==> config.mk <==
export PLATFORM = sky130hd
export DESIGN_NAME = freqmeter_channel
export DESIGN_NICKNAME = d
export VERILOG_FILES = /design/src/rtl/freqmeter_pkg.sv /design/src/rtl/fin_edge_detect.sv /design/src/rtl/freqmeter_channel.sv
export SDC_FILE = /design/constraint.sdc
export NUM_CORES = 1
export LEC_CHECK = 0
export ABC_AREA = 1
export CAP_MARGIN = 20
export CORE_MARGIN = 2
export CORE_UTILIZATION = 63
export CTS_BUF_LIST = sky130_fd_sc_hd__clkbuf_2 sky130_fd_sc_hd__clkbuf_4 sky130_fd_sc_hd__clkbuf_8
export DETAILED_ROUTE_END_ITERATION = 10
export HOLD_SLACK_MARGIN = 0.1
export PLACE_DENSITY = 0.95
export SLEW_MARGIN = 20
export SYNTH_ARGS = -nofsm -noshare
export SYNTH_HDL_FRONTEND = slang
export SYNTH_SLANG_ARGS = --single-unit
==> constraint.sdc <==
create_clock -name clk_i -period 5.04 [get_ports clk_i]
set_clock_uncertainty 0.1 [all_clocks]
set_input_delay 1.008 -clock clk_i [delete_from_list [all_inputs] [get_ports clk_i]]
set_output_delay 1.008 -clock clk_i [all_outputs]
set_load 0.01 [all_outputs]
==> src/rtl/freqmeter_pkg.sv <==
// Shared definitions for the freqmeter: channel FSM encoding and default sizes.
package freqmeter_pkg;

    // Channel measurement sequence
    typedef enum logic [1:0] {
        ST_IDLE    = 2'd0,
        ST_ARMED   = 2'd1,
        ST_MEASURE = 2'd2,
        ST_DONE    = 2'd3
    } chan_state_e;

    localparam int PERIOD_W_DEF     = 24;
    localparam int CNT_W_DEF        = 32;
    localparam int SYNC_STAGES_DEF  = 2;
    localparam int TIMEOUT_DEF      = 2**24;
    localparam int NUM_CHANNELS     = 8;

endpackage : freqmeter_pkg

==> src/rtl/fin_edge_detect.sv <==
// Synchronizes the asynchronous Fin pin and produces a one-cycle rising-edge pulse.
// The lag from pin to pulse is fixed, so the spacing between pulses is exact.
module fin_edge_detect #(
    parameter int SYNC_STAGES = 2
) (
    input  logic clk_i,
    input  logic rst_ni,
    input  logic fin_i,
    output logic rise_o
);

    logic [SYNC_STAGES-1:0] sync_q;
    logic                   prev_q;

    // Synchronizer chain followed by one history flop for edge detection
    always_ff @(posedge clk_i or negedge rst_ni) begin
        if (!rst_ni) begin
            sync_q <= '0;
            prev_q <= 1'b0;
        end else begin
            sync_q <= {sync_q[SYNC_STAGES-2:0], fin_i};
            prev_q <= sync_q[SYNC_STAGES-1];
        end
    end

    assign rise_o = sync_q[SYNC_STAGES-1] & ~prev_q;

endmodule : fin_edge_detect

==> src/rtl/freqmeter_channel.sv <==
// Reciprocal frequency-measurement channel: counts an integer number of Fin periods
// and the clk_i cycles they span, reporting the pair through a start/done handshake.
module freqmeter_channel
    import freqmeter_pkg::*;
#(
    parameter int PERIOD_W    = PERIOD_W_DEF,
    parameter int CNT_W       = CNT_W_DEF,
    parameter int SYNC_STAGES = SYNC_STAGES_DEF,
    parameter int TIMEOUT     = TIMEOUT_DEF
) (
    input  logic                clk_i,
    input  logic                rst_ni,
    input  logic                fin_i,
    input  logic                start_i,
    input  logic                abort_i,
    input  logic [PERIOD_W-1:0] periods_i,
    output logic                busy_o,
    output logic                done_o,
    output logic [PERIOD_W-1:0] period_cnt_o,
    output logic [CNT_W-1:0]    clk_cnt_o,
    output logic                timeout_o,
    output logic                ovf_o
);

    localparam int TO_W = $clog2(TIMEOUT + 1);

    chan_state_e         state_q;
    logic [PERIOD_W-1:0] target_q;
    logic [PERIOD_W-1:0] period_cnt_q;
    logic [CNT_W-1:0]    clk_cnt_q;
    logic [TO_W-1:0]     idle_cnt_q;
    logic                busy_q;
    logic                done_q;
    logic                timeout_q;
    logic                ovf_q;

    logic                rise_s;
    logic                clk_at_max_s;
    logic                idle_expire_s;
    logic [CNT_W-1:0]    clk_cnt_d;
    logic [PERIOD_W-1:0] period_cnt_d;
    logic [TO_W-1:0]     idle_cnt_d;
    logic [PERIOD_W-1:0] target_d;

    fin_edge_detect #(
        .SYNC_STAGES (SYNC_STAGES)
    ) u_edge (
        .clk_i  (clk_i),
        .rst_ni (rst_ni),
        .fin_i  (fin_i),
        .rise_o (rise_s)
    );

    // Counter increments: saturating clock count, period count, idle-edge watchdog
    always_comb begin
        clk_at_max_s  = &clk_cnt_q;
        clk_cnt_d     = clk_at_max_s ? clk_cnt_q : clk_cnt_q + {{(CNT_W-1){1'b0}}, 1'b1};
        period_cnt_d  = period_cnt_q + {{(PERIOD_W-1){1'b0}}, 1'b1};
        idle_cnt_d    = idle_cnt_q + {{(TO_W-1){1'b0}}, 1'b1};
        idle_expire_s = (idle_cnt_d == TO_W'(TIMEOUT));
        if (periods_i == {PERIOD_W{1'b0}}) begin
            target_d = {{(PERIOD_W-1){1'b0}}, 1'b1};
        end else begin
            target_d = periods_i;
        end
    end

    // Measurement FSM with counters and registered result/status outputs
    always_ff @(posedge clk_i or negedge rst_ni) begin
        if (!rst_ni) begin
            state_q      <= ST_IDLE;
            target_q     <= '0;
            period_cnt_q <= '0;
            clk_cnt_q    <= '0;
            idle_cnt_q   <= '0;
            busy_q       <= 1'b0;
            done_q       <= 1'b0;
            timeout_q    <= 1'b0;
            ovf_q        <= 1'b0;
        end else begin
            done_q <= 1'b0;
            case (state_q)
                ST_IDLE: begin
                    if (start_i && !abort_i) begin
                        target_q     <= target_d;
                        period_cnt_q <= '0;
                        clk_cnt_q    <= '0;
                        idle_cnt_q   <= '0;
                        timeout_q    <= 1'b0;
                        ovf_q        <= 1'b0;
                        busy_q       <= 1'b1;
                        state_q      <= ST_ARMED;
                    end else begin
                        state_q <= ST_IDLE;
                    end
                end
                ST_ARMED: begin
                    if (abort_i) begin
                        busy_q  <= 1'b0;
                        state_q <= ST_IDLE;
                    end else if (rise_s) begin
                        clk_cnt_q    <= '0;
                        period_cnt_q <= '0;
                        idle_cnt_q   <= '0;
                        state_q      <= ST_MEASURE;
                    end else if (idle_expire_s) begin
                        timeout_q <= 1'b1;
                        done_q    <= 1'b1;
                        busy_q    <= 1'b0;
                        state_q   <= ST_DONE;
                    end else begin
                        idle_cnt_q <= idle_cnt_d;
                    end
                end
                ST_MEASURE: begin
                    if (abort_i) begin
                        busy_q  <= 1'b0;
                        state_q <= ST_IDLE;
                    end else begin
                        clk_cnt_q <= clk_cnt_d;
                        if (clk_at_max_s) begin
                            ovf_q <= 1'b1;
                        end else begin
                            ovf_q <= ovf_q;
                        end
                        if (rise_s) begin
                            // A rise on the expiry cycle wins over the timeout
                            period_cnt_q <= period_cnt_d;
                            idle_cnt_q   <= '0;
                            if (period_cnt_d == target_q) begin
                                done_q  <= 1'b1;
                                busy_q  <= 1'b0;
                                state_q <= ST_DONE;
                            end else begin
                                state_q <= ST_MEASURE;
                            end
                        end else if (idle_expire_s) begin
                            timeout_q <= 1'b1;
                            done_q    <= 1'b1;
                            busy_q    <= 1'b0;
                            state_q   <= ST_DONE;
                        end else begin
                            idle_cnt_q <= idle_cnt_d;
                        end
                    end
                end
                ST_DONE: begin
                    // start_i here is ignored: only IDLE accepts a new request
                    state_q <= ST_IDLE;
                end
                default: begin
                    busy_q  <= 1'b0;
                    state_q <= ST_IDLE;
                end
            endcase
        end
    end

    assign busy_o       = busy_q;
    assign done_o       = done_q;
    assign period_cnt_o = period_cnt_q;
    assign clk_cnt_o    = clk_cnt_q;
    assign timeout_o    = timeout_q;
    assign ovf_o        = ovf_q;

endmodule : freqmeter_channel

* Word level (Yosys, flattened, before mapping) *
Cells that the tools add are included.

storage, ports and cells
  bits of input ports = 29
  flip-flop bits (word level) = 114
  word-level logic and storage cells = 99
  output and inout bits = 60

cells by class
  bitwise gates (word level) = 2
  multiplexer cells = 49
  add/sub/neg operators = 3
  equal/unequal tests = 18
  reduce and logical (&&, ||, !) cells = 16

operator list
  kind                                           count
  two-way mux 32 bit                             5
  two-way mux 24 bit                             6
  two-way mux 25 bit                             4
  one-hot mux 32 bit (3 select lines)            1
  one-hot mux 24 bit (3 select lines)            1
  one-hot mux 25 bit (2 select lines)            1
  adder 32 x 1 -> 32 bit, second input constant  1
  AND reduction 32 bit                           1
  adder 25 x 1 -> 25 bit, second input constant  1
  equality test 25 bit, second input constant    1
  adder 24 x 1 -> 24 bit, second input constant  1
  equality test 24 bit                           1
  logical NOT 24 bit                             1
  two-way mux 1 bit                              21
  inequality test 2 bit, second input constant   9
  AND reduction 4 bit                            3
  AND reduction 6 bit                            2
  two-way mux 2 bit                              5
  one-hot mux 2 bit (4 select lines)             1
  inequality test 3 bit, second input constant   2
  one-hot mux 1 bit (2 select lines)             3
  AND reduction 5 bit                            1
  equality test 2 bit, second input constant     2
  inequality test 4 bit, second input constant   1
  12 further kinds                               13

* Depth between registers and ports, before layout *
  depth after elaboration = 6
  depth in mapped cells = 19
  mapped depth without buffers = 19

* Hierarchy *
Synthesis repeated with hierarchy kept, for this count alone.

second synthesis, totals
  cells, all modules = 1112
  area total of the unflattened synthesis = 7435.9 sq um

modules (own cells, without submodules)
  module             times used  sequential area each (sq um)  area each (sq um)  cells an instance
  freqmeter_channel  1           2777.7                        7350.8             1107
  fin_edge_detect    1           75.1                          85.1               5

* Worst setup path before layout *
OpenSTA, ideal clock, no wires.

  path type = input-to-reg
  from = in abort_i
  to = reg clk_cnt_q[28] (netlist: clk_cnt_o[28])
  path slack = 2.531 ns
  path buffers = 0
  arrival time = 2.290 ns
  data required time = 4.821 ns
  library setup time = 0.119 ns
  cell stages on the path = 10
  path through = clkinv_1 > a21oi_1 > nor3_1 > nand2_2 > inv_4 > nand4_1 > nor3_1 > nand3_1 > nand2_1 > nor2_1

between the ends
  word-level cells in the longest chain between the ends = 4
  elaborated cells on any way between the ends = 6
  classes of those cells = eq/ne (3); reduce/logical (3)

ends and longest elaborated chain
  item                                    line                      RTL
  start, declared                         freqmeter_channel.sv:15   input logic abort_i,
  logical NOT 1 bit                       freqmeter_channel.sv:84   if (start_i && !abort_i) begin
  logical AND 1 bit                       freqmeter_channel.sv:84
  inequality test 2 bit (no source line)  -
  AND reduction 6 bit (no source line) *  -
  end signal, assigned                    freqmeter_channel.sv:120  clk_cnt_q <= clk_cnt_d;
  end, declared                           freqmeter_channel.sv:30   logic [CNT_W-1:0] clk_cnt_q;

Mark *: on every way between the ends. The rest lies on a longest branch, timed or not.
A chain may end at the register's enable or synchronous reset.

* Worst setup path after layout *
  from = in abort_i
  to = reg clk_cnt_q[10] (netlist: clk_cnt_o[10])

The elaborated chain is that of the path after synthesis.

==> results.ini <==
[run_status]
status=completed

[cts]
clk_pin_slew_worst_paths_ps=80
clock-sinks=114
worstSkewPairLatency_ps=450
cts-buffers-inserted=17
cts_root_buf=sky130_fd_sc_hd__clkbuf_8
h-tree-depth=4
post-cts-setup-buffer-count=0
max_buffers_root_to_sink=2
ctsResizeCount=0
postCtsHoldBufs=0
cts_tree=done

[power_and_ir_drop]
power.density_mw_per_mm2=318
fin_total_pwr_mw=2.78
max-vdd-ir-drop_v=0.000235
power_leakage_nw=3.89

[synthesis]
syn_area_per_cell_um2=6.94
synth.cells.most_frequent=sky130_fd_sc_hd__nand2_1 (337), sky130_fd_sc_hd__inv_1 (136), sky130_fd_sc_hd__dfrtp_1 (114)
top_flip_flop_cell_by_instance_count_after_synthesis=sky130_fd_sc_hd__dfrtp_1
post-synth-top-area-fraction=0.390
ys.warnings.count=0
async_reset_ff_frac=1.00
synthesized_netlist_cell_count=1054
synth_register_bits=114
syn-cell-area_mm2=0.00732
synth-seq-area-share=0.390
synth_nets=1091
ys_types=41
synthMostInstantiatedCell=sky130_fd_sc_hd__nand2_1
netlist.top_cell.by_area=sky130_fd_sc_hd__dfrtp_1
netlist_top_cells_area=sky130_fd_sc_hd__dfrtp_1 (39%), sky130_fd_sc_hd__nand2_1 (17%), sky130_fd_sc_hd__inv_1 (7.0%), sky130_fd_sc_hd__nand3_1 (5.5%), sky130_fd_sc_hd__nor2_1 (5.4%)
synth-edff-count=0

[grt]
grt_max_degree=56
global_route_wire_length_before_repair_um=33200
grt_overflow_total=0
initial_antenna_violation_count=0
first_global_vias=7122
gr-usage-all-layers=0.327

[drt]
total_length_of_routed_met2_wires_um=9620
ant_nets=0
via_count=7556
drt-wirelength-per-cell_um=15.4
total_routed_wire_length_on_the_met1_layer_um=8130
iteration_count_of_the_initial_detailed_routing_pass=7
vias_per_cell=5.79
postRouteWirelength_um=20100
dr.max_layer_used=met4
drcViolationCount=0
met3WireLength_um=1600
drt_iter0_markers=878

[timing]
finalSetupViolations=0
worstMarginPinSlew_ps=1020
relSlewSlack=0.319
tns_ps=0
timing.final.crit_period_ps=3250
slew_viol_final=0
timing.final.hold_violations=0
period_share=0.645
final_critical_path_setup_slack_ps=1790
timing.fmax_mhz=307
grt_setup_unrepaired=false

[finish]
final_nets=1185
flow.area_growth_from_synthesis_pct=19.5
post_route_cells_drive_above_1_share=0.0810
fin_util=0.769
num_antenna_cells=0

[critical_path]
critical-path-slowest-cell=sky130_fd_sc_hd__clkdlybuf4s50_1
timing.critical_path.to_type=flop
crit_type=input port to flop
crit_chain=clkdlybuf4s50_1 > clkinv_1 > a21oi_1 > nor3_1 > nand2_2 > inv_4 > nand2_1 > inv_1 > nor3_1
crit_buf_inv=4
crit_path_start_kind=input port
critical-path-top-cell-by-count=sky130_fd_sc_hd__nor3_1
critPathMaxStageDelay_ps=520
critical_path.top_delay_family=simple AND/OR/NAND/NOR gates
setup.reg_to_reg.worst_slack_ps=1890
required_ps=5300
critPathMaxFanout=20
cp_data_arrival_time_ps=3510

[placed_design]
dp.final_hpwl_um=14500
dp_worst_setup_slack_ps=1390
port-buffer-count=88
weighted_congestion_reported_at_the_end_of_routability_driven_placement=0.960

[floorplan]
die_w_um=112
ports=89
die_h_um=112
fp.coreArea_mm2=0.0114
initial_utilization=0.644
num_rows=39
die-area_mm2=0.0125

[run]
max_cap_viol_count=0

[hold_path]
timing.hold.worst.class=flop to flop

-- state kept, by name, indices dropped and copies added (netlist names) --
name,flops
busy_o,1
clk_cnt_o,32
done_o,1
idle_cnt_q,25
ovf_o,1
period_cnt_o,24
state_q,2
target_q,24
timeout_o,1
u_edge.prev_q,1
u_edge.sync_q,2
-- cell type report --
class | count | area [um2]
flip-flops and latches | 114 | 2850
clock inverters | 12 | 156
multi-input cells | 780 | 3830
clock buffers | 20 | 275
inverters | 143 | 542
well taps | 143 | 179
fillers | 829 | 2620
repair buffers | 92 | 908
-- kinds of logic (layout without fill, tap and decap cells) --
kind of cell | count (synthesis) | count (layout) | synth area share
AO/OA/AOI/OAI | 130 | 130 | 0.107
XOR/XNOR | 18 | 18 | 0.0253
adder cells (fa/ha/maj) | 8 | 8 | 0.0137
buffers and inverters | 160 | 267 | 0.0867
flip-flops | 114 | 114 | 0.390
AND/OR/NAND/NOR | 624 | 624 | 0.378
-- cell usage in the layout (no fill, tap or decap), types with 20 or more instances in the layout --
cell type and instances:
sky130_fd_sc_hd__nand2_1 337, sky130_fd_sc_hd__inv_1 136, sky130_fd_sc_hd__clkdlybuf4s50_1 87, sky130_fd_sc_hd__a21oi_1 21
sky130_fd_sc_hd__dfrtp_1 114, sky130_fd_sc_hd__o21ai_0 48, sky130_fd_sc_hd__nand4_1 23, sky130_fd_sc_hd__nor2_1 106
sky130_fd_sc_hd__nand3_1 80, sky130_fd_sc_hd__clkbuf_8 20
-- path summary, 6_finish.rpt --
kind                       cells past startpoint                         end                        from
min                                            0  u_edge.sync_q[1]$_DFF_PN0_  u_edge.sync_q[0]$_DFF_PN0_
min in group asynchronous                      1  idle_cnt_q[14]$_DFFE_PN0P_                      rst_ni
max reg2reg                                   10   clk_cnt_o[10]$_DFFE_PN0P_        state_q[0]$_DFF_PN0_
max                                            9   clk_cnt_o[10]$_DFFE_PN0P_                     abort_i
max in group asynchronous                      2    target_q[17]$_DFFE_PN0P_                      rst_ni
min reg2reg                                    0  u_edge.sync_q[1]$_DFF_PN0_  u_edge.sync_q[0]$_DFF_PN0_
-- stage by stage --
step	area [um2]	hold slack [ps]	instances
2_1_floorplan	7320	231	1054
3_3_place_gp	8310	239	1272
3_5_place_dp	8310	241	1272
4_1_cts	8750	257	1304
5_1_grt	8750	258	1304
6_report	8750	259	1304
-- where the power goes --
group	internal (mW)	leakage (nW)	total, mW	switching [mW]
Sequential	1.03	1.54	1.15	0.115
Clock	0.528	0.207	0.930	0.402
Combinational	0.235	2.15	0.707	0.472
-- routing by layer --
layer | vias up | track usage
met5 | - | 0
met4 | 0 | 0.153
met2 | 408 | 0.536
met1 | 3458 | 0.426
met3 | 83 | 0.0555
li1 | 3607 | -
No activity file was read; power rests on OpenSTA's default activity.
